$ cat config.mk
export PLATFORM = sky130hd
export DESIGN_NAME = pdm_audio_sequencer
export DESIGN_NICKNAME = d
export VERILOG_FILES = /design/src/rtl/pdm_audio_sequencer.sv
export SDC_FILE = /design/constraint.sdc
export NUM_CORES = 1
export LEC_CHECK = 0
export CORE_MARGIN = 2
export CORE_UTILIZATION = 52
export CTS_CLUSTER_SIZE = 28
export DETAILED_ROUTE_END_ITERATION = 6
export GPL_ROUTABILITY_DRIVEN = 0
export PLACE_DENSITY_LB_ADDON = 0.05
export SLEW_MARGIN = 20
export SYNTH_ARGS = -nofsm -noshare
export SYNTH_HDL_FRONTEND = slang
export SYNTH_SLANG_ARGS = --single-unit
$ cat constraint.sdc
create_clock -name clk -period 4.9 [get_ports clk]
set_input_delay 1.47 -clock clk [delete_from_list [all_inputs] [get_ports clk]]
set_output_delay 1.47 -clock clk [all_outputs]
set_load 0.01 [all_outputs]
$ cat src/rtl/pdm_audio_sequencer.sv
// Stereo PDM link sequencer: ock generation, playback hold register, decimated capture.
// Optional macro PDM_AUDIO_SEQ_MUTE_EN adds a `mute` input that forces midscale RUN loads.
module pdm_audio_sequencer #(
    parameter int W = 32
) (
    input  logic         clk,
    input  logic         rstn,
    input  logic         en,
    input  logic [7:0]   div,
    input  logic [7:0]   decim,
    input  logic [7:0]   warm,
`ifdef PDM_AUDIO_SEQ_MUTE_EN
    input  logic         mute,
`endif
    output logic         ock,
    input  logic         in_valid,
    output logic         in_ready,
    input  logic [W-1:0] in_l,
    input  logic [W-1:0] in_r,
    output logic [W-1:0] mod_din_l,
    output logic [W-1:0] mod_din_r,
    input  logic [W-1:0] dem_l,
    input  logic [W-1:0] dem_r,
    output logic         out_valid,
    input  logic         out_ready,
    output logic [W-1:0] out_l,
    output logic [W-1:0] out_r,
    output logic         busy,
    output logic         underrun,
    output logic         overrun
);
    typedef enum logic [1:0] {IDLE, WARM, RUN, STOP} state_e;
    localparam logic [W-1:0] MID = {1'b1, {(W-1){1'b0}}};

    state_e       state_q, state_d;
    logic         ock_q, ock_d;
    logic [7:0]   cnt_q, cnt_d, ediv_q, ediv_d, decim_q, decim_d, warm_q, warm_d;
    logic [7:0]   wcnt_q, wcnt_d, dcnt_q, dcnt_d;
    logic         hold_full_q, hold_full_d, out_valid_q, out_valid_d;
    logic         und_q, und_d, ovr_q, ovr_d;
    logic [W-1:0] hold_l_q, hold_l_d, hold_r_q, hold_r_d;
    logic [W-1:0] mod_l_q, mod_l_d, mod_r_q, mod_r_d;
    logic [W-1:0] out_l_q, out_l_d, out_r_q, out_r_d;
    logic         mute_w, running, rise, run_rise, xfer;
    logic [7:0]   div_eff, decim_eff;

`ifdef PDM_AUDIO_SEQ_MUTE_EN
    assign mute_w = mute;
`else
    assign mute_w = 1'b0;
`endif

    assign div_eff   = (div < 8'd2) ? 8'd2 : div;
    assign decim_eff = (decim == 8'd0) ? 8'd1 : decim;
    assign running   = (state_q == WARM) || (state_q == RUN);
    assign rise      = running && !ock_q && (cnt_q == 8'd0);
    assign run_rise  = rise && (state_q == RUN);
    assign in_ready  = (state_q == RUN) && !hold_full_q;
    assign xfer      = in_valid && in_ready;

    assign ock       = ock_q;
    assign mod_din_l = mod_l_q;
    assign mod_din_r = mod_r_q;
    assign out_valid = out_valid_q;
    assign out_l     = out_l_q;
    assign out_r     = out_r_q;
    assign busy      = (state_q != IDLE);
    assign underrun  = und_q;
    assign overrun   = ovr_q;

    always_comb begin
        state_d     = state_q;
        ock_d       = ock_q;
        cnt_d       = cnt_q;
        ediv_d      = ediv_q;
        decim_d     = decim_q;
        warm_d      = warm_q;
        wcnt_d      = wcnt_q;
        dcnt_d      = dcnt_q;
        hold_full_d = hold_full_q;
        hold_l_d    = hold_l_q;
        hold_r_d    = hold_r_q;
        mod_l_d     = mod_l_q;
        mod_r_d     = mod_r_q;
        out_l_d     = out_l_q;
        out_r_d     = out_r_q;
        out_valid_d = out_valid_q;
        und_d       = und_q;
        ovr_d       = ovr_q;

        // Phase counter keeps running in STOP so a high phase can finish; it never rises there.
        if (state_q != IDLE) begin
            if (cnt_q == 8'd0) begin
                cnt_d = ediv_q;
                if (running || ock_q) ock_d = !ock_q;
            end else begin
                cnt_d = cnt_q - 8'd1;
            end
        end

        if (run_rise) begin
            if (hold_full_q) begin
                mod_l_d     = mute_w ? MID : hold_l_q;
                mod_r_d     = mute_w ? MID : hold_r_q;
                hold_full_d = 1'b0;
            end else begin
                und_d = 1'b1;
            end
        end
        if (xfer) begin
            hold_full_d = 1'b1;
            hold_l_d    = in_l;
            hold_r_d    = in_r;
        end

        if (out_valid_q && out_ready) out_valid_d = 1'b0;
        if (run_rise) begin
            if (dcnt_q + 8'd1 == decim_q) begin
                dcnt_d = 8'd0;
                if (out_valid_q && !out_ready) begin
                    ovr_d = 1'b1;
                end else begin
                    out_l_d     = dem_l;
                    out_r_d     = dem_r;
                    out_valid_d = 1'b1;
                end
            end else begin
                dcnt_d = dcnt_q + 8'd1;
            end
        end

        case (state_q)
            IDLE: if (en) begin
                ediv_d      = div_eff;
                decim_d     = decim_eff;
                warm_d      = warm;
                cnt_d       = div_eff;
                ock_d       = 1'b0;
                wcnt_d      = 8'd0;
                dcnt_d      = 8'd0;
                hold_full_d = 1'b0;
                und_d       = 1'b0;
                ovr_d       = 1'b0;
                state_d     = (warm != 8'd0) ? WARM : RUN;
            end
            WARM: begin
                if (rise) begin
                    if (wcnt_q + 8'd1 == warm_q) begin
                        wcnt_d  = 8'd0;
                        state_d = RUN;
                    end else begin
                        wcnt_d = wcnt_q + 8'd1;
                    end
                end
                if (!en) state_d = STOP;
            end
            RUN: if (!en) state_d = STOP;
            STOP: if (!ock_q) begin
                state_d     = IDLE;
                hold_full_d = 1'b0;
                mod_l_d     = MID;
                mod_r_d     = MID;
            end
            default: state_d = IDLE;
        endcase
    end

    always_ff @(posedge clk or negedge rstn) begin
        if (!rstn) begin
            state_q     <= IDLE;
            ock_q       <= 1'b0;
            cnt_q       <= 8'd0;
            ediv_q      <= 8'd2;
            decim_q     <= 8'd1;
            warm_q      <= 8'd0;
            wcnt_q      <= 8'd0;
            dcnt_q      <= 8'd0;
            hold_full_q <= 1'b0;
            hold_l_q    <= '0;
            hold_r_q    <= '0;
            mod_l_q     <= MID;
            mod_r_q     <= MID;
            out_l_q     <= '0;
            out_r_q     <= '0;
            out_valid_q <= 1'b0;
            und_q       <= 1'b0;
            ovr_q       <= 1'b0;
        end else begin
            state_q     <= state_d;
            ock_q       <= ock_d;
            cnt_q       <= cnt_d;
            ediv_q      <= ediv_d;
            decim_q     <= decim_d;
            warm_q      <= warm_d;
            wcnt_q      <= wcnt_d;
            dcnt_q      <= dcnt_d;
            hold_full_q <= hold_full_d;
            hold_l_q    <= hold_l_d;
            hold_r_q    <= hold_r_d;
            mod_l_q     <= mod_l_d;
            mod_r_q     <= mod_r_d;
            out_l_q     <= out_l_d;
            out_r_q     <= out_r_d;
            out_valid_q <= out_valid_d;
            und_q       <= und_d;
            ovr_q       <= ovr_d;
        end
    end
endmodule

==> results of run 1 <==
[area by class of cell]
type / instances / share of cell area [%]
clock buffers: 46 / 5.73
clock inverters: 4 / 0.525
inverters: 15 / 0.381
multi-input cells: 568 / 28.8
flip-flops and latches: 247 / 41.9
well taps: 270 / 2.29
repair buffers: 301 / 20.4
[registers in the layout (all words and copies together), names as in the netlist, 2 cells and up]
signal	flops
cnt_q	8
dcnt_q	8
decim_q	8
ediv_q	8
hold_l_q	32
hold_r_q	32
mod_din_l	32
mod_din_r	32
out_l	32
out_r	32
state_q	2
warm_q	8
wcnt_q	8
[layer usage]
layer	vias to the layer above	global-route usage (%)	wire, um
met3	36	5.46	1940
met4	0	5.24	615
met1	3733	33.4	11400
li1	3598	-	-
met5	-	0	0
met2	238	40.3	12800
[cells in the mapped netlist (all sizes together) (2+ instances only)]
master | instances | area [um2]
nor2 | 17 | 63.8
nand3 | 12 | 60.1
ha | 8 | 100
inv | 15 | 56.3
a2bb2oi | 2 | 17.5
mux2 | 151 | 1930
dfstp | 4 | 105
dfrtp | 243 | 6080
a21oi | 72 | 360
nor4 | 6 | 43.8
or3 | 3 | 20.0
o22ai | 5 | 31.3
nand4 | 10 | 77.6
a22o | 2 | 17.5
nor2b | 3 | 18.8
xnor2 | 14 | 123
nand2b | 5 | 31.3
buf | 18 | 136
nand2 | 168 | 633
xor2 | 14 | 123
o31ai | 3 | 36.3
o211ai | 10 | 75.1
and2b | 3 | 25.0
nor3 | 10 | 61.3
a31oi | 5 | 31.3
mux2i | 9 | 90.1
o21ai | 17 | 85.1
clkbuf | 30 | 123
and4 | 2 | 20.0
[path summary, 6_finish.rpt]
check                              start       endpoint
max                           state_q[1]           busy
min                        mod_din_r[31]  mod_din_r[31]
max reg2reg                     cnt_q[1]      out_l[11]
min reg2reg                mod_din_r[31]  mod_din_r[31]
max in group asynchronous           rstn       out_l[4]
min in group asynchronous           rstn      ediv_q[4]
[power groups by stage]
| stage | Combinational [mW] | Sequential [mW] | Clock (mW) |
|---|---|---|---|
| after floorplan | 1.08 | 2.72 | 0 |
| after global placement | 1.44 | 2.78 | 0 |
| after detailed placement | 1.48 | 2.80 | 0 |
| after CTS | 1.49 | 2.77 | 2.11 |
| after global routing | 1.63 | 2.83 | 2.21 |
| final | 1.47 | 2.77 | 2.07 |
[worst register-to-register path: stages, from the launching register on]
cell and delay, ns:
dfrtp_1 0.43, inv_1 0.12, ha_1 0.22, nor4b_2 0.26
and4_1 0.43, nand2_1 0.11, nor4_2 0.25, nand2_4 0.51
buf_4 0.53, mux2_4 0.34
[kinds of logic (layout without fill, tap and decap cells)]
| kind of cell | after synthesis | count (layout) |
|---|---|---|
| XOR/XNOR | 28 | 28 |
| AND/OR/NAND/NOR | 242 | 242 |
| adder cells (fa/ha/maj) | 8 | 8 |
| multiplexers | 160 | 160 |
| flip-flops | 247 | 247 |
| AO/OA/AOI/OAI | 130 | 130 |
| buffers and inverters | 63 | 366 |
==> results.json, run 1 <==
{
  "outcome": "finished, final reports clean",
  "antenna_found_initial": 0,
  "vias_per_cell": 5.24,
  "r2r_setup_slack_ns": 1.59,
  "rsz0062_at_grt": "false",
  "fin_worst_skew_ns": 0.0125,
  "fmax_ghz": 0.250,
  "synth_flop_cell": "dfrtp_1",
  "synth_top_family_by_area": "multiplexers",
  "synth_edf_count": 0,
  "setup_viol": 0,
  "pre_cts_slack_ns": 1.02,
  "syn_nets": 1043,
  "multiInputGateArea_um2": 4250,
  "final_common_cell": "clkdlybuf4s50_1",
  "dp.cells": 1401,
  "numCtsBuffers": 27,
  "startpoint_type": "flop",
  "htreeDepth": 1,
  "fin_nets": 1325,
  "crit_type": "flop to output pin",
  "cp.arrival_ns": 2.53,
  "grt_pass1_vias": 7586,
  "yosys.area_share.simple_pct": 10.1,
  "worst_setup_path_end_kind": "output pin",
  "syn-instance-count": 878,
  "power_frac_clock_pct": 32.8,
  "synth_area_um2": 10700,
  "combPwrFrac_pct": 23.3,
  "grt_overflow": 0,
  "seq_area_um2": 6190,
  "cts-root-buf": "clkbuf_16",
  "internal_power_mw": 4.54,
  "synth_xor_area_share_pct": 2.29,
  "placed_area_um2": 13800,
  "remaining_drc_errors": 0,
  "synth-compound-area-share_pct": 7.29,
  "worstMarginPinSlew_ns": 0.912,
  "initial_core_util_pct": 53.0,
  "grt_usage_pct": 24.4,
  "postLayoutCoreUtil_pct": 73.0,
  "yosysSeqAreaShare_pct": 57.6,
  "ys_warn_count": 0,
  "cp_cell_sequence": "inv_1 -> ha_1 -> inv_1 -> clkdlybuf4s50_1",
  "reg2reg_depth": 9,
  "placeableCoreArea_um2": 20200,
  "first_iter_violations": 384,
  "synth.avg_cell_area_um2": 12.2,
  "crit_slowest_cell": "clkdlybuf4s50_1",
  "maxCapViolations": 0,
  "cts_tree": "done",
  "most-common-layout-cells": "clkdlybuf4s50_1, dfrtp_1, nand2_1",
  "p_sw_share_pct": 27.9,
  "clockBufferDepth": 3,
  "vdd_drop_max_mv": 0.347,
  "critical_path.max_stage_delay_ns": 0.57,
  "cts.sinks": 247,
  "synth-seq-cells": 247,
  "fillCellCount": 1457,
  "pwr-share-seq_pct": 43.9,
  "hold_viol_final": 0,
  "final_area_um2": 14800,
  "num_rows": 52,
  "drtPass1Iterations": 4,
  "post_cts_buffers": 0,
  "wirelength_mm": 26.8,
  "period_share_pct": 81.7,
  "die-area_um2": 21800,
  "setup_ws_ns": 0.897,
  "grt_pass1_wl_mm": 42.2,
  "setup_tns_ns": 0,
  "final_layout_size_suffix_gt1_share_pct": 19.0,
  "async_reset_ff_share_pct": 100,
  "period_needed_ns": 4.00,
  "area_growth_pct": 37.6,
  "cp_data_required_time_ns": 3.43,
  "final_cells": 1451,
  "portBuffers": 290,
  "antenna_cells": 0,
  "power.density_nw_per_um2": 427,
  "synth.area.mux_share_pct": 18.8,
  "ant_nets": 0,
  "slew_violations": 0,
  "holdBufCountCts": 0,
  "wire_per_inst_um": 18.4,
  "p_switching_mw": 1.76,
  "clkTransAtPathRegs_ns": 0.06,
  "slew_headroom_pct": 39.2,
  "holdPathStages": 2,
  "clock_latency_ns": 0.53,
  "finalPower_mw": 6.30,
  "cts.repair.resized": 0,
  "hold_path_class": "flop to flop",
  "hold_ws_ns": 0.483,
  "path_depth": 4,
  "hpwl_mm": 18.5,
  "synth_fa_ha_area_share_pct": 0.933,
  "ys_types": 58,
  "die_y_um": 148,
  "path_buf_inv": 3,
  "ios": 291,
  "cp_max_fo": 16,
  "grt_max_degree": 114,
  "cp_common_cell": "inv_1",
  "critical_path.top_delay_family": "buffers and inverters",
  "die_width_um": 148,
  "leakage_nw": 6.59,
  "vias": 7605
}
Note: power is estimated with default switching activity, not from simulation.
==> run 2, diff against run 1 <==
--- a/config.mk
+++ b/config.mk
@@ -6,7 +6,7 @@
 export NUM_CORES = 1
 export LEC_CHECK = 0
 export CORE_MARGIN = 2
-export CORE_UTILIZATION = 52
+export CORE_UTILIZATION = 44
 export CTS_CLUSTER_SIZE = 28
 export DETAILED_ROUTE_END_ITERATION = 6
 export GPL_ROUTABILITY_DRIVEN = 0
==> constraint.sdc (replaced) <==
create_clock -name clk -period 3.5 [get_ports clk]
set_input_delay 1.05 -clock clk [delete_from_list [all_inputs] [get_ports clk]]
set_output_delay 1.05 -clock clk [all_outputs]
set_load 0.01 [all_outputs]
==> results.json, run 2 (same netlist as run 1, synthesis figures left out) <==
{
  "grt_overflow": 0,
  "hpwl_mm": 19.2,
  "cp_cell_sequence": "inv_1 -> ha_1 -> nor2b_1 -> clkdlybuf4s50_1",
  "numCtsBuffers": 28,
  "slew_headroom_pct": 49.5,
  "grt_usage_pct": 21.6,
  "hold_ws_ns": 0.471,
  "fin_worst_skew_ns": 0.0144,
  "area_growth_pct": 39.4,
  "final_common_cell": "clkdlybuf4s50_1",
  "startpoint_type": "flop",
  "final_layout_size_suffix_gt1_share_pct": 19.4,
  "hold_viol_final": 0,
  "ant_nets": 0,
  "drtPass1Iterations": 4,
  "fmax_ghz": 0.303,
  "power_frac_clock_pct": 33.2,
  "path_buf_inv": 2,
  "holdBufCountCts": 0,
  "grt_pass1_vias": 7788,
  "leakage_nw": 6.64,
  "period_share_pct": 94.2,
  "setup_ws_ns": 0.202,
  "placeableCoreArea_um2": 24100,
  "rsz0062_at_grt": "false",
  "post_cts_buffers": 0,
  "pre_cts_slack_ns": 0.518,
  "pwr-share-seq_pct": 43.3,
  "cp_max_fo": 7,
  "internal_power_mw": 6.42,
  "die_y_um": 160,
  "initial_core_util_pct": 44.5,
  "most-common-layout-cells": "clkdlybuf4s50_1, dfrtp_1, nand2_1",
  "vdd_drop_max_mv": 0.511,
  "antenna_found_initial": 2,
  "power.density_nw_per_um2": 598,
  "critical_path.max_stage_delay_ns": 0.65,
  "final_area_um2": 15000,
  "portBuffers": 290,
  "slew_violations": 0,
  "clock_latency_ns": 0.53,
  "cts.sinks": 247,
  "setup_viol": 0,
  "vias_per_cell": 5.08,
  "vias": 7674,
  "maxCapViolations": 0,
  "crit_type": "flop to output pin",
  "num_rows": 57,
  "rr_endpoint": "out_l[14]",
  "remaining_drc_errors": 0,
  "fillCellCount": 2036,
  "fin_nets": 1329,
  "grt_pass1_wl_mm": 44.4,
  "die_width_um": 160,
  "r2r-start": "cnt_q[0]",
  "htreeDepth": 1,
  "multiInputGateArea_um2": 4250,
  "cp_data_required_time_ns": 2.45,
  "p_sw_share_pct": 28.2,
  "die-area_um2": 25700,
  "reg2reg_depth": 9,
  "ios": 291,
  "grt_max_degree": 87,
  "cp.arrival_ns": 2.25,
  "outcome": "finished, final reports clean",
  "hold_path_class": "input port to async pin",
  "combPwrFrac_pct": 23.5,
  "wirelength_mm": 27.9,
  "r2r_setup_slack_ns": 0.80,
  "placed_area_um2": 14000,
  "wire_per_inst_um": 18.4,
  "crit_slowest_cell": "clkdlybuf4s50_1",
  "p_switching_mw": 2.52,
  "worstMarginPinSlew_ns": 0.757,
  "clkTransAtPathRegs_ns": 0.06,
  "critical_path.top_delay_family": "buffers and inverters",
  "period_needed_ns": 3.30,
  "cts.repair.resized": 0,
  "first_iter_violations": 382,
  "worst_setup_path_end_kind": "output pin",
  "clockBufferDepth": 3,
  "cts_tree": "done",
  "setup_tns_ns": 0,
  "cts-root-buf": "clkbuf_16",
  "seq_area_um2": 6190
}
run 2: final cells by class:
| class | instances | area share (%) |
|---|---|---|
| sequential | 247 | 41.4 |
| multi-input combinational | 568 | 28.4 |
| timing repair buffer | 304 | 20.8 |
| clock buffer | 40 | 5.40 |
| tap | 324 | 2.71 |
| clock inverter | 11 | 0.887 |
| inverter | 15 | 0.376 |
| antenna | 2 | 0.0335 |
run 2: how the worst max path moves through the flow:
| stage | start | to | slack [ns] | cells past startpoint |
|---|---|---|---|---|
| floorplan | en | decim_q[2] | 0.97 | 5 |
| global placement | en | wcnt_q[7] | 0.58 | 6 |
| detailed placement | en | wcnt_q[7] | 0.52 | 6 |
| CTS | state_q[0] | in_ready | 0.15 | 4 |
| global route | state_q[0] | in_ready | 0.02 | 4 |
| finish | state_q[0] | in_ready | 0.20 | 4 |
run 2: power groups by stage:
stage	Clock, mW	Combinational (mW)	Sequential, mW
2_1_floorplan	0	1.52	3.80
3_3_place_gp	0	2.06	3.90
3_5_place_dp	0	2.11	3.92
4_1_cts	3.05	2.12	3.87
5_1_grt	3.16	2.32	3.95
6_report	2.96	2.10	3.87
run 2: stage by stage:
step                power (mW)  utilization [%]  instances
floorplan                 5.32                -        878
global placement          5.96             58.1       1458
global route              9.44             62.0       1511
detailed placement        6.03             58.1       1458
CTS                       9.04             62.0       1509
finish                    8.94             62.0       1511
run 2: per-layer routing:
metal,global-route usage (%),share of wire [%]
met4,5.28,2.1
met1,29.6,45
met5,0,0
met3,5.61,7.1
met2,34.5,46
==> run 3, diff against run 2 <==
--- a/config.mk
+++ b/config.mk
@@ -5,7 +5,6 @@
 export SDC_FILE = /design/constraint.sdc
 export NUM_CORES = 1
 export LEC_CHECK = 0
-export CORE_MARGIN = 2
 export CORE_UTILIZATION = 44
 export CTS_CLUSTER_SIZE = 28
 export DETAILED_ROUTE_END_ITERATION = 6
==> results.json, run 3 (same netlist as run 1, synthesis figures left out) <==
{
  "outcome": "finished, final reports clean",
  "die_y_um": 158,
  "cp-startpoint": "state_q[0]",
  "hpwl_mm": 19.0,
  "crit_path_end": "in_ready",
  "final_common_cell": "clkdlybuf4s50_1",
  "hold_viol_final": 0,
  "first_iter_violations": 353,
  "startpoint_type": "flop",
  "reg2reg_depth": 7,
  "htreeDepth": 1,
  "num_rows": 56,
  "period_share_pct": 93.0,
  "vias": 7670,
  "internal_power_mw": 6.47,
  "p_sw_share_pct": 28.0,
  "power_frac_clock_pct": 33.6,
  "die-area_um2": 25000,
  "drtPass1Iterations": 4,
  "vias_per_cell": 5.10,
  "crit_type": "flop to output pin",
  "placed_area_um2": 14000,
  "rr_endpoint": "wcnt_q[7]",
  "grt_usage_pct": 21.8,
  "grt_max_degree": 79,
  "grt_pass1_wl_mm": 42.4,
  "p_switching_mw": 2.51,
  "r2r_setup_slack_ns": 0.80,
  "cp_max_fo": 7,
  "grt_overflow": 0,
  "die_width_um": 158,
  "fin_nets": 1328,
  "ios": 291,
  "numCtsBuffers": 28,
  "post_cts_buffers": 0,
  "clkTransAtPathRegs_ns": 0.06,
  "slew_headroom_pct": 48.7,
  "rsz0062_at_grt": "false",
  "initial_core_util_pct": 45.3,
  "holdBufCountCts": 0,
  "portBuffers": 290,
  "pwr-share-seq_pct": 43.2,
  "grt_pass1_vias": 7546,
  "hold_path_class": "input port to async pin",
  "cts_tree": "done",
  "worst_setup_path_end_kind": "output pin",
  "remaining_drc_errors": 0,
  "power.density_nw_per_um2": 600,
  "r2r-start": "wcnt_q[0]",
  "setup_viol": 0,
  "cts.repair.resized": 0,
  "antenna_found_initial": 7,
  "worstMarginPinSlew_ns": 0.770,
  "ant_nets": 0,
  "leakage_nw": 6.65,
  "clockBufferDepth": 3,
  "wirelength_mm": 27.3,
  "fmax_ghz": 0.307,
  "cts-root-buf": "clkbuf_16",
  "period_needed_ns": 3.26,
  "slew_violations": 0,
  "combPwrFrac_pct": 23.2,
  "fin_worst_skew_ns": 0.0163,
  "cp.arrival_ns": 2.21,
  "setup_tns_ns": 0,
  "wire_per_inst_um": 18.2,
  "final_layout_size_suffix_gt1_share_pct": 19.5,
  "cts.sinks": 247,
  "most-common-layout-cells": "clkdlybuf4s50_1, dfrtp_1, nand2_1",
  "vdd_drop_max_mv": 0.602,
  "area_growth_pct": 39.4,
  "maxCapViolations": 0,
  "placeableCoreArea_um2": 23700,
  "final_area_um2": 15000,
  "cp_data_required_time_ns": 2.45,
  "clock_latency_ns": 0.54
}
==> run 3: final cells by class <==
type	count	area (um2)
Antenna cell	2	5.00
Multi-Input combinational cell	568	4250
Inverter	15	56.3
Tap cell	319	399
Sequential cell	247	6190
Clock inverter	9	124
Timing Repair Buffer	303	3090
Fill cell	1980	8720
Clock buffer	41	841
==> run 3: power by group through the flow <==
stage | sequential, mW | combinational (mW) | clock [mW]
after floorplan | 3.80 | 1.52 | 0
after global placement | 3.91 | 2.04 | 0
after detailed placement | 3.93 | 2.10 | 0
after CTS | 3.88 | 2.11 | 3.10
after global routing | 3.97 | 2.31 | 3.20
final | 3.88 | 2.08 | 3.02
==> run 3: per-stage QoR <==
| step | total power [mW] | instances | setup WS (ns) | hold WS [ns] | utilization [%] |
|---|---|---|---|---|---|
| 5_1_grt | 9.48 | 1503 | 0.0882 | 0.500 | 63.1 |
| 6_report | 8.98 | 1504 | 0.244 | 0.479 | 63.2 |
| 3_5_place_dp | 6.03 | 1452 | 0.411 | 0.473 | 59.1 |
| 4_1_cts | 9.09 | 1502 | 0.0762 | 0.488 | 63.1 |
| 3_3_place_gp | 5.95 | 1452 | 0.518 | 0.466 | 59.1 |
| 2_1_floorplan | 5.32 | 878 | 0.973 | 0.445 | - |
==> run 3: worst min-delay path by stage <==
stage,slack [ns],cells after the start,to,startpoint
final,0.48,1,ediv_q[2],rstn
after global routing,0.50,2,mod_din_r[31],mod_din_r[31]
after CTS,0.49,2,ediv_q[1],ediv_q[1]
after detailed placement,0.47,2,ediv_q[0],ediv_q[0]
after global placement,0.47,2,ediv_q[0],ediv_q[0]
after floorplan,0.44,2,ediv_q[0],ediv_q[0]
==> run 3: per-layer routing <==
layer	vias to the layer above	share of wire, %	track usage [%]
met4	12	2.1	5.68
met3	49	8.3	6.19
met5	-	0.27	0
li1	3614	-	-
met1	3765	42	28.8
met2	230	47	35.2
==> run 3: critical path, cell delays in order, from the launching register on <==
cell and delay [ns]:
dfrtp_1 0.40, inv_1 0.12, ha_1 0.29, nor2b_2 0.29, clkdlybuf4s50_1 0.57
